$ cat config.mk
export PLATFORM = sky130hd
export DESIGN_NAME = adf4350_loader
export DESIGN_NICKNAME = d
export VERILOG_FILES = /design/src/rtl/adf4350_loader_pkg.sv /design/src/rtl/adf4350_loader_lock.sv /design/src/rtl/adf4350_loader.sv
export SDC_FILE = /design/constraint.sdc
export NUM_CORES = 1
export LEC_CHECK = 0
export CORE_MARGIN = 2
export CORE_UTILIZATION = 53
export DETAILED_ROUTE_END_ITERATION = 10
export PLACE_DENSITY = 0.81
export SLEW_MARGIN = 20
export SYNTH_ARGS = -nofsm -noshare
export SYNTH_HDL_FRONTEND = slang
export SYNTH_SLANG_ARGS = --single-unit
$ cat constraint.sdc
create_clock -name clock -period 9.3 [get_ports clock]
set_input_delay 2.79 -clock clock [delete_from_list [all_inputs] [get_ports clock]]
set_output_delay 2.79 -clock clock [all_outputs]
set_load 0.03 [all_outputs]
$ cat src/rtl/adf4350_loader_pkg.sv
// adf4350_loader shared definitions: register offsets,
// loader state encoding and status word bit positions.
package adf4350_loader_pkg;

    localparam int unsigned REG_R0   = 0;
    localparam int unsigned REG_R1   = 1;
    localparam int unsigned REG_R2   = 2;
    localparam int unsigned REG_R3   = 3;
    localparam int unsigned REG_R4   = 4;
    localparam int unsigned REG_R5   = 5;
    localparam int unsigned REG_CTRL = 6;
    localparam int unsigned NUM_REGS = 6;

    typedef enum logic [2:0] {
        ST_IDLE,
        ST_LOAD,
        ST_SHIFT,
        ST_LE_SETUP,
        ST_LE_PULSE,
        ST_GAP
    } state_t;

    localparam int unsigned STAT_PEND_LSB  = 0;
    localparam int unsigned STAT_COUNT_LSB = 6;
    localparam int unsigned STAT_LOCKED    = 14;
    localparam int unsigned STAT_STICKY    = 15;
    localparam int unsigned STAT_BUSY      = 16;

    function automatic logic [2:0] top_index(input logic [5:0] m);
        logic [2:0] idx;
        idx = '0;
        for (int i = 0; i < 6; i++)
            if (m[i]) idx = 3'(i);
        return idx;
    endfunction

endpackage

$ cat src/rtl/adf4350_loader_lock.sv
// MUXOUT lock qualifier: 2-FF synchronizer and saturating
// run-length counter of consecutive high samples.
module vco_lock_filter #(
    parameter int unsigned LOCK_CNT = 1024
) (
    input  logic clock,
    input  logic reset,
    input  logic vco_muxout,
    output logic locked,
    output logic unlock_pulse
);

    localparam int unsigned W = $clog2(LOCK_CNT + 1);

    logic         sync1;
    logic         sync2;
    logic [W-1:0] run_cnt;

    // bring the asynchronous pin into the clock domain
    always_ff @(posedge clock or posedge reset) begin
        if (reset) begin
            sync1 <= 1'b0;
            sync2 <= 1'b0;
        end else begin
            sync1 <= vco_muxout;
            sync2 <= sync1;
        end
    end

    // count consecutive highs; any low sample drops lock
    always_ff @(posedge clock or posedge reset) begin
        if (reset) begin
            run_cnt <= '0;
            locked  <= 1'b0;
        end else if (!sync2) begin
            run_cnt <= '0;
            locked  <= 1'b0;
        end else begin
            if (run_cnt != W'(LOCK_CNT))
                run_cnt <= run_cnt + 1'b1;
            if (run_cnt == W'(LOCK_CNT - 1))
                locked <= 1'b1;
        end
    end

    assign unlock_pulse = locked & ~sync2;

endmodule

$ cat src/rtl/adf4350_loader.sv
// ADF4350 shadow-register SPI loader with optional lock
// detect (build with VCO_LOCK_DETECT_EN to enable it).
import adf4350_loader_pkg::*;

module adf4350_loader #(
    parameter logic [6:0]  BASE_ADDR = 7'd96,
    parameter int unsigned CLK_DIV   = 4,
    parameter int unsigned LOCK_CNT  = 1024
) (
    input  logic        clock,
    input  logic        reset,
    input  logic        serial_strobe,
    input  logic [6:0]  serial_addr,
    input  logic [31:0] serial_data,
    input  logic        vco_muxout,
    output logic        vco_sclk,
    output logic        vco_sdata,
    output logic        vco_le,
    output logic        busy,
    output logic        locked,
    output logic [31:0] status
);

    state_t      state;
    logic [31:0] shadow [NUM_REGS];
    logic [5:0]  pending;
    logic [5:0]  pend_next;
    logic [5:0]  set_mask;
    logic [5:0]  clr_mask;
    logic [2:0]  sel;
    logic [31:0] cur_word;
    logic [31:0] sreg;
    logic [4:0]  bit_cnt;
    logic [7:0]  div_cnt;
    logic        div_end;
    logic [7:0]  load_count;
    logic        sticky_unlock;
    logic        ctrl_hit;

    assign ctrl_hit = serial_strobe &&
                      serial_addr == BASE_ADDR + 7'(REG_CTRL);
    assign set_mask = ctrl_hit ? serial_data[5:0] : 6'd0;
    assign sel      = top_index(pending);
    assign cur_word = shadow[sel];
    assign div_end  = (div_cnt == 8'(CLK_DIV - 1));

    // the register being loaded leaves the mask; a new
    // command in the same cycle re-queues it
    always_comb begin
        clr_mask = '0;
        if (state == ST_LOAD)
            clr_mask = 6'd1 << sel;
        pend_next = (pending & ~clr_mask) | set_mask;
    end

    // shadow writes, control bits forced to the index
    always_ff @(posedge clock or posedge reset) begin
        if (reset) begin
            for (int k = 0; k < NUM_REGS; k++)
                shadow[k] <= '0;
        end else begin
            for (int k = 0; k < NUM_REGS; k++)
                if (serial_strobe &&
                    serial_addr == BASE_ADDR + 7'(k))
                    shadow[k] <= {serial_data[31:3], 3'(k)};
        end
    end

    // load sequencer with registered bus outputs
    always_ff @(posedge clock or posedge reset) begin
        if (reset) begin
            state      <= ST_IDLE;
            pending    <= '0;
            sreg       <= '0;
            bit_cnt    <= '0;
            div_cnt    <= '0;
            load_count <= '0;
            vco_sclk   <= 1'b0;
            vco_sdata  <= 1'b0;
            vco_le     <= 1'b0;
            busy       <= 1'b0;
        end else begin
            pending <= pend_next;
            unique case (state)
                ST_IDLE: begin
                    if (pend_next != 6'd0) begin
                        state <= ST_LOAD;
                        busy  <= 1'b1;
                    end
                end
                ST_LOAD: begin
                    sreg      <= {cur_word[30:0], 1'b0};
                    vco_sdata <= cur_word[31];
                    bit_cnt   <= '0;
                    div_cnt   <= '0;
                    state     <= ST_SHIFT;
                end
                ST_SHIFT: begin
                    if (div_end) begin
                        div_cnt <= '0;
                        if (!vco_sclk) begin
                            vco_sclk <= 1'b1;
                        end else begin
                            vco_sclk <= 1'b0;
                            if (bit_cnt == 5'd31) begin
                                vco_sdata <= 1'b0;
                                state     <= ST_LE_SETUP;
                            end else begin
                                bit_cnt   <= bit_cnt + 1'b1;
                                vco_sdata <= sreg[31];
                                sreg      <= {sreg[30:0], 1'b0};
                            end
                        end
                    end else begin
                        div_cnt <= div_cnt + 1'b1;
                    end
                end
                ST_LE_SETUP: begin
                    if (div_end) begin
                        div_cnt    <= '0;
                        vco_le     <= 1'b1;
                        load_count <= load_count + 1'b1;
                        state      <= ST_LE_PULSE;
                    end else begin
                        div_cnt <= div_cnt + 1'b1;
                    end
                end
                ST_LE_PULSE: begin
                    if (div_end) begin
                        div_cnt <= '0;
                        vco_le  <= 1'b0;
                        state   <= ST_GAP;
                    end else begin
                        div_cnt <= div_cnt + 1'b1;
                    end
                end
                ST_GAP: begin
                    if (div_end) begin
                        div_cnt <= '0;
                        if (pend_next != 6'd0) begin
                            state <= ST_LOAD;
                        end else begin
                            state <= ST_IDLE;
                            busy  <= 1'b0;
                        end
                    end else begin
                        div_cnt <= div_cnt + 1'b1;
                    end
                end
                default: state <= ST_IDLE;
            endcase
        end
    end

`ifdef VCO_LOCK_DETECT_EN
    logic unlock_pulse;

    vco_lock_filter #(
        .LOCK_CNT     (LOCK_CNT)
    ) u_lock (
        .clock        (clock),
        .reset        (reset),
        .vco_muxout   (vco_muxout),
        .locked       (locked),
        .unlock_pulse (unlock_pulse)
    );

    // loss of lock is remembered until software clears it
    always_ff @(posedge clock or posedge reset) begin
        if (reset)
            sticky_unlock <= 1'b0;
        else if (unlock_pulse)
            sticky_unlock <= 1'b1;
        else if (ctrl_hit && serial_data[31])
            sticky_unlock <= 1'b0;
    end
`else
    logic        unused_muxout;
    logic [31:0] unused_lock_cnt;
    assign unused_muxout   = vco_muxout;
    assign unused_lock_cnt = 32'(LOCK_CNT);
    assign locked          = 1'b0;
    assign sticky_unlock   = 1'b0;
`endif

    assign status = {15'd0, busy, sticky_unlock, locked,
                     load_count, pending};

endmodule

==> summary.md, run 1 <==
| Metric | Value |
|---|---|
| Detailed-route vias per instance | `6.19` |
| Power density normalized to cell area | `191 nW/um^2` |
| Via Count | `7579` |
| Detail Route Antenna Nets | `0` |
| Total instance count after detailed placement | `1177` |
| IO Pins | `80` |
| Clock slew seen by the registers of the worst setup and hold paths | `~0.06 ns` |
| Wire length of the first global-routing pass | `41200 um` |
| Static Leakage | `6.09 nW` |
| Non-filler cells, final | `1224` |
| Global router's overall resource usage | `0.234` |
| Initial antenna violation count | `0` |
| Syn Area/Cell | `roughly 12 um^2` |
| Yosys warning count | `0` |
| Dominant register cell in the synthesized netlist | `sky130_fd_sc_hd__dfrtp_1` |
| CP Cell Sequence | `clkdlybuf4s50_1` |
| Number of filler instances in the final layout | `1530` |
| Clk buf depth | `3` |
| Congestion Overflow GR | `0` |
| Standard-cell rows | `52` |
| Final-report max-slew violation count | `0` |
| Dominant cell type by area after synthesis | `sky130_fd_sc_hd__dfrtp_1` |
| DRC Markers | `0` |
| Syn Inst Count | `892` |
| Worst relative slew slack | `0.256` |
| Area growth syn-to-layout | `15.2%` |
| Number of clock buffers inserted by TritonCTS | `26` |
| Detail Placement HPWL | `14500 um` |
| Sequential share of the synthesized area | `0.552` |
| Top post-synthesis cells by area | `sky130_fd_sc_hd__dfrtp_1 (55%), sky130_fd_sc_hd__mux2_2 (19%), sky130_fd_sc_hd__nand2_1 (2.0%)` |
| Initial detailed-routing violation count | `581` |
| Number of max-capacitance violations reported | `0` |
| Setup crit end kind | `output pin` |
| Horizontal die dimension | `148 um` |
| RSZ-0062 raised after global routing | `false` |
| Multi-input combinational cell area | `approximately 4600 um^2` |
| Placeable core region | `20400 um^2` |
| Synth top cells by count | `sky130_fd_sc_hd__dfrtp_1 (244), sky130_fd_sc_hd__mux2_2 (186), sky130_fd_sc_hd__nand2_1 (60), sky130_fd_sc_hd__clkbuf_1 (46), sky130_fd_sc_hd__nor2_1 (36)` |
| Largest net degree at the start of global routing | `78` |
| Number of flops mapped to enable cells by yosys | `0` |
| Kind of launch point of the worst setup path | `flop` |
| Count of inserted antenna diode cells | `0` |
| Top-area cell type share of the netlist area | `0.552` |
| Number of gates resized after CTS | `0` |
| F_max | `roughly 200 MHz` |
| Vert. Die Dim | `approximately 150 um` |
| Vias in the first global route | `7738` |
| Worst path max stage delay | `~0.95 ns` |
| Master cell of the clock root buffer | `sky130_fd_sc_hd__clkbuf_16` |
| Number of buffers and inverters on the critical path | `1` |
| Final worst clock skew | `0.00950 ns` |
| Ys async rst share | `1.00` |
| Most frequently used cell type in the post-synthesis netlist | `sky130_fd_sc_hd__dfrtp_1` |
| Maximum VDD drop | `0.114 mV` |
| Synthesis-stage register bit count | `244` |
| Cell with the largest stage delay on the worst path | `sky130_fd_sc_hd__dfrtp_1` |
| 1st-pass router iterations | `5` |
| Synth unique cells | `64` |
| Total number of nets in the final design | `982` |
| Minimum clock period after layout | `5.10 ns` |
| CP required | `6.51 ns` |
| Netlist area before placement | `11100 um^2` |
| Cts-stage hold buffer count | `0` |
| Count of buffers inserted at the top-level ports | `60` |
| Crit Reg-Reg Startpoint | `state[1]` |
| Insertion delay of the later-clocked pin in the worst-skew pair | `0.52 ns` |
| Slew at the pin closest to its max-slew limit | `1.11 ns` |
| Reg-to-reg slack, setup | `5.69 ns` |
| Worst path arrival time | `2.31 ns` |
| RD Place Congestion | `0.819` |
| Die area | `22000 um^2` |
| Period utilization | `0.548` |
| Initial core utilization | `0.543` |
| # H-tree levels | `1` |
| Setup Viol. Count Final | `0` |
| Sequential cell area | `6110 um^2` |
| Hold Violations, Final | `0` |
| Worst setup path category | `flop to output pin` |
| Peak fanout along the critical path | `20` |
| Status | `finished, final reports clean` |
| TritonCTS clock tree | `yes` |
| Routed Wire Length | `25200 um` |
| Crit path from | `pending[4]` |
| Start point of the worst min-delay path | `load_count[7]` |
| Average wire per cell in the routed design | `20.6 um` |
| Number of buffers inserted to repair setup after CTS | `0` |
| Critical path's top delay family | `flip-flops` |
| # clock sinks | `244` |
| Setup Total Neg Slack | `0 ns` |
| Share of cells above drive strength 1 | `0.270` |
| Path category of the worst min-delay check | `flop to flop` |
-- cell type report --
type                    count  area share
clock inverters            10      0.0122
flip-flops and latches    244       0.480
inverters                  18     0.00560
well taps                 270      0.0265
multi-input cells         569       0.358
clock buffers              37      0.0615
repair buffers             76      0.0566
-- metal layers --
metal,GRT usage,share of wire,vias to the layer above
met5,0,0,-
met4,0.0752,0.023,0
met3,0.0344,0.056,54
met2,0.394,0.48,248
met1,0.317,0.44,3910
li1,-,-,3367
-- worst reg2reg max path, delay by kind of cell, from the launching register on --
| kind | cells | cell delay (ns) |
|---|---|---|
| compound gates | 3 | 1.27 |
| buf+inv | 1 | 0.44 |
| flops | 1 | 0.61 |
| mux | 1 | 0.39 |
| simple gates | 1 | 0.79 |
-- report_power, final --
part           switching (mW)  internal [mW]  total (mW)
sequential             0.0357           1.13        1.16
combinational          0.0892         0.0714       0.161
clock                   0.415          0.694        1.11
total                   0.540           1.89        2.43
-- placed cells by master, fill, tap and decap left out, types with 8 or more instances in the layout --
cell / n
sky130_fd_sc_hd__mux2_2: 186
sky130_fd_sc_hd__o31ai_1: 12
sky130_fd_sc_hd__inv_1: 17
sky130_fd_sc_hd__nand2_1: 60
sky130_fd_sc_hd__a211o_1: 10
sky130_fd_sc_hd__nand3_1: 29
sky130_fd_sc_hd__conb_1: 18
sky130_fd_sc_hd__xnor2_1: 8
sky130_fd_sc_hd__buf_4: 16
sky130_fd_sc_hd__clkdlybuf4s50_1: 60
sky130_fd_sc_hd__clkbuf_16: 27
sky130_fd_sc_hd__nor2_1: 36
sky130_fd_sc_hd__a221o_1: 19
sky130_fd_sc_hd__o211a_1: 10
sky130_fd_sc_hd__o21ai_0: 21
sky130_fd_sc_hd__a21oi_1: 28
sky130_fd_sc_hd__a222oi_1: 10
sky130_fd_sc_hd__o221ai_1: 15
sky130_fd_sc_hd__a221oi_1: 20
sky130_fd_sc_hd__dfrtp_1: 244
-- state kept, by name, indices dropped and copies added, names as in the netlist --
name        cells
pending         6
sreg           31
vco_sclk        1
vco_sdata       1
load_count      8
busy            1
vco_le          1
state           3
div_cnt         8
shadow        179
bit_cnt         5
-- kinds of logic after synthesis --
group / share of synthesized area
fa+ha+maj: 0.00453
other cells: 0.000339
mux: 0.191
xor+xnor: 0.00951
flops: 0.552
compound gates: 0.123
buf+inv: 0.0423
simple gates: 0.0761
-- final timing paths --
kind	endpoint	cells past startpoint
max	status[4]	1
min	load_count[7]	1
max reg2reg	sreg[19]	6
min reg2reg	load_count[7]	1
max in group asynchronous	shadow[181]	3
min in group asynchronous	div_cnt[7]	2
-- per-stage QoR --
stage	hold WS, ns	setup WS [ns]	util	instance area, um^2	power (mW)
after detailed placement	0.454	4.08	0.579	11800	1.34
after global routing	0.496	4.19	0.625	12700	2.52
after floorplan	0.436	3.31	-	11100	1.28
after global placement	0.450	4.12	0.579	11800	1.33
after CTS	0.475	4.24	0.625	12700	2.45
final	0.470	4.20	0.625	12700	2.43
(Power assumes the default switching activity.)
==> inputs of run 2 (changes only) <==
--- a/config.mk
+++ b/config.mk
@@ -8,7 +8,7 @@
 export CORE_MARGIN = 2
 export CORE_UTILIZATION = 53
 export DETAILED_ROUTE_END_ITERATION = 10
-export PLACE_DENSITY = 0.81
+export PLACE_DENSITY = 0.78
 export SLEW_MARGIN = 20
 export SYNTH_ARGS = -nofsm -noshare
 export SYNTH_HDL_FRONTEND = slang
==> constraint.sdc (replaced) <==
create_clock -name clock -period 4.78 [get_ports clock]
set_input_delay 1.434 -clock clock [delete_from_list [all_inputs] [get_ports clock]]
set_output_delay 1.434 -clock clock [all_outputs]
set_load 0.03 [all_outputs]
==> summary.md, run 2 (same netlist as run 1, synthesis figures left out) <==
| Metric | Value |
|---|---|
| Minimum clock period after layout | `roughly 3.8 ns` |
| Count of buffers inserted at the top-level ports | `60` |
| Peak fanout along the critical path | `25` |
| Worst relative slew slack | `0.304` |
| Master cell of the clock root buffer | `sky130_fd_sc_hd__clkbuf_16` |
| Status | `finished, final reports clean` |
| Setup crit end kind | `output pin` |
| # H-tree levels | `1` |
| IO Pins | `80` |
| Initial detailed-routing violation count | `478` |
| Path category of the worst min-delay check | `flop to flop` |
| CP required | `3.35 ns` |
| Total number of nets in the final design | `987` |
| Die area | `22000 um^2` |
| Detail Placement HPWL | `14800 um` |
| Share of cells above drive strength 1 | `0.273` |
| Maximum VDD drop | `a little under 0.3 mV` |
| Vert. Die Dim | `between 100 and 150 um` |
| Number of gates resized after CTS | `0` |
| Top reg by flops | `shadow` |
| Setup Total Neg Slack | `0 ns` |
| Count of inserted antenna diode cells | `0` |
| Number of max-capacitance violations reported | `0` |
| Pre-CTS setup slack | `0.934 ns` |
| RD Place Congestion | `0.774` |
| Largest regs | `shadow x179, sreg x31` |
| Number of clock buffers inserted by TritonCTS | `26` |
| Hold Violations, Final | `0` |
| Static Leakage | `6.10 nW` |
| Worst path arrival time | `about 2.4 ns` |
| Largest net degree at the start of global routing | `100` |
| Commonest non-fill, non-tap cells in the layout | `sky130_fd_sc_hd__dfrtp_1 (244), sky130_fd_sc_hd__mux2_2 (186), sky130_fd_sc_hd__nand2_1 (60), sky130_fd_sc_hd__clkdlybuf4s50_1 (60), sky130_fd_sc_hd__nor2_1 (36)` |
| Slew at the pin closest to its max-slew limit | `1.04 ns` |
| Final Worst Setup Slack | `around 0.96 ns` |
| Cell with the largest stage delay on the worst path | `sky130_fd_sc_hd__dfrtp_1` |
| Number of buffers and inverters on the critical path | `1` |
| Max reg flops | `around 180` |
| F_max | `262 MHz` |
| Final-report max-slew violation count | `0` |
| Insertion delay of the later-clocked pin in the worst-skew pair | `0.52 ns` |
| Clk buf depth | `3` |
| Number of filler instances in the final layout | `1565` |
| Clock slew seen by the registers of the worst setup and hold paths | `0.06 ns` |
| Reg-to-reg slack, setup | `1.59 ns` |
| Via Count | `7476` |
| Worst setup path category | `flop to output pin` |
| Initial core utilization | `0.543` |
| Initial antenna violation count | `0` |
| Kind of launch point of the worst setup path | `flop` |
| Detailed-route vias per instance | `6.09` |
| Wire length of the first global-routing pass | `about 40000 um` |
| DRC Markers | `0` |
| Standard-cell rows | `52` |
| Detail Route Antenna Nets | `0` |
| TritonCTS clock tree | `yes` |
| 1st-pass router iterations | `6` |
| Area growth syn-to-layout | `15.3%` |
| Most common cell after layout, fill and taps aside | `sky130_fd_sc_hd__dfrtp_1` |
| Average wire per cell in the routed design | `approximately 20 um` |
| RSZ-0062 raised after global routing | `false` |
| Congestion Overflow GR | `0` |
| CP Cell Sequence | `clkdlybuf4s50_1` |
| # clock sinks | `between 200 and 250` |
| Setup Viol. Count Final | `0` |
| Period utilization | `0.798` |
| Global router's overall resource usage | `0.227` |
| Routed Wire Length | `24500 um` |
| Number of buffers inserted to repair setup after CTS | `0` |
| Horizontal die dimension | `148 um` |
| Vias in the first global route | `about 7600` |
| Critical path's top delay family | `flip-flops` |
| Worst path max stage delay | `1.03 ns` |
| Placeable core region | `20400 um^2` |
| Power density normalized to cell area | `357 nW/um^2` |
| Cts-stage hold buffer count | `0` |
| Final worst clock skew | `0.0101 ns` |
run 2: cell types whose count changed in the layout (fill, tap and decap cells not counted):
| cell | change |
|---|---|
| sky130_fd_sc_hd__buf_12 | +4 |
| sky130_fd_sc_hd__bufinv_16 | -4 |
| sky130_fd_sc_hd__clkbuf_8 | +4 |
| sky130_fd_sc_hd__buf_4 | +1 |
| sky130_fd_sc_hd__clkbuf_16 | -1 |
| sky130_fd_sc_hd__clkinv_2 | -1 |
| sky130_fd_sc_hd__clkinv_4 | +1 |
| sky130_fd_sc_hd__clkinv_8 | +1 |
| sky130_fd_sc_hd__clkinvlp_4 | -1 |
run 2: worst paths after layout:
kind                                      end     startpoint  depth (start not counted)
max in group asynchronous         shadow[116]          reset                          4
min in group asynchronous          div_cnt[7]          reset                          2
worst max register to register       sreg[21]       state[1]                          5
worst min-delay path            load_count[7]  load_count[7]                          1
worst max-delay path                status[3]     pending[3]                          1
worst min register to register  load_count[7]  load_count[7]                          1
run 2: layout make-up:
cell class,count,area (um^2),share of cell area
inverters,18,71.3,0.00560
flip-flops and latches,244,6110,0.479
clock buffers,40,813,0.0638
repair buffers,81,808,0.0635
multi-input cells,569,4550,0.358
well taps,270,338,0.0265
clock inverters,6,47.5,0.00373
run 2: layer usage:
| metal | vias up | share of wire | routed length, um | track usage |
|---|---|---|---|---|
| met3 | 51 | 0.053 | 1300 | 0.0359 |
| met2 | 226 | 0.48 | 11700 | 0.373 |
| li1 | 3371 | - | - | - |
| met1 | 3828 | 0.45 | 10900 | 0.319 |
| met4 | 0 | 0.023 | 555 | 0.0581 |
| met5 | - | 0 | 0 | 0 |
run 2: report_power, final:
group | internal (mW) | total (mW) | switching, mW
combinational | 0.145 | 0.311 | 0.166
clock | 1.17 | 1.97 | 0.801
sequential | 2.19 | 2.27 | 0.0721
total | 3.51 | 4.55 | 1.04
run 2: stage by stage:
step                      cell area, um^2  utilization  power, mW  cells  hold slack, ns
after floorplan                     11100            -       2.50    909           0.436
after global placement              11900        0.583       2.60   1182           0.452
after detailed placement            11900        0.583       2.61   1182           0.453
after CTS                           12700        0.626       4.57   1228           0.471
after global routing                12700        0.626       4.70   1228           0.490
final                               12700        0.626       4.55   1228           0.473
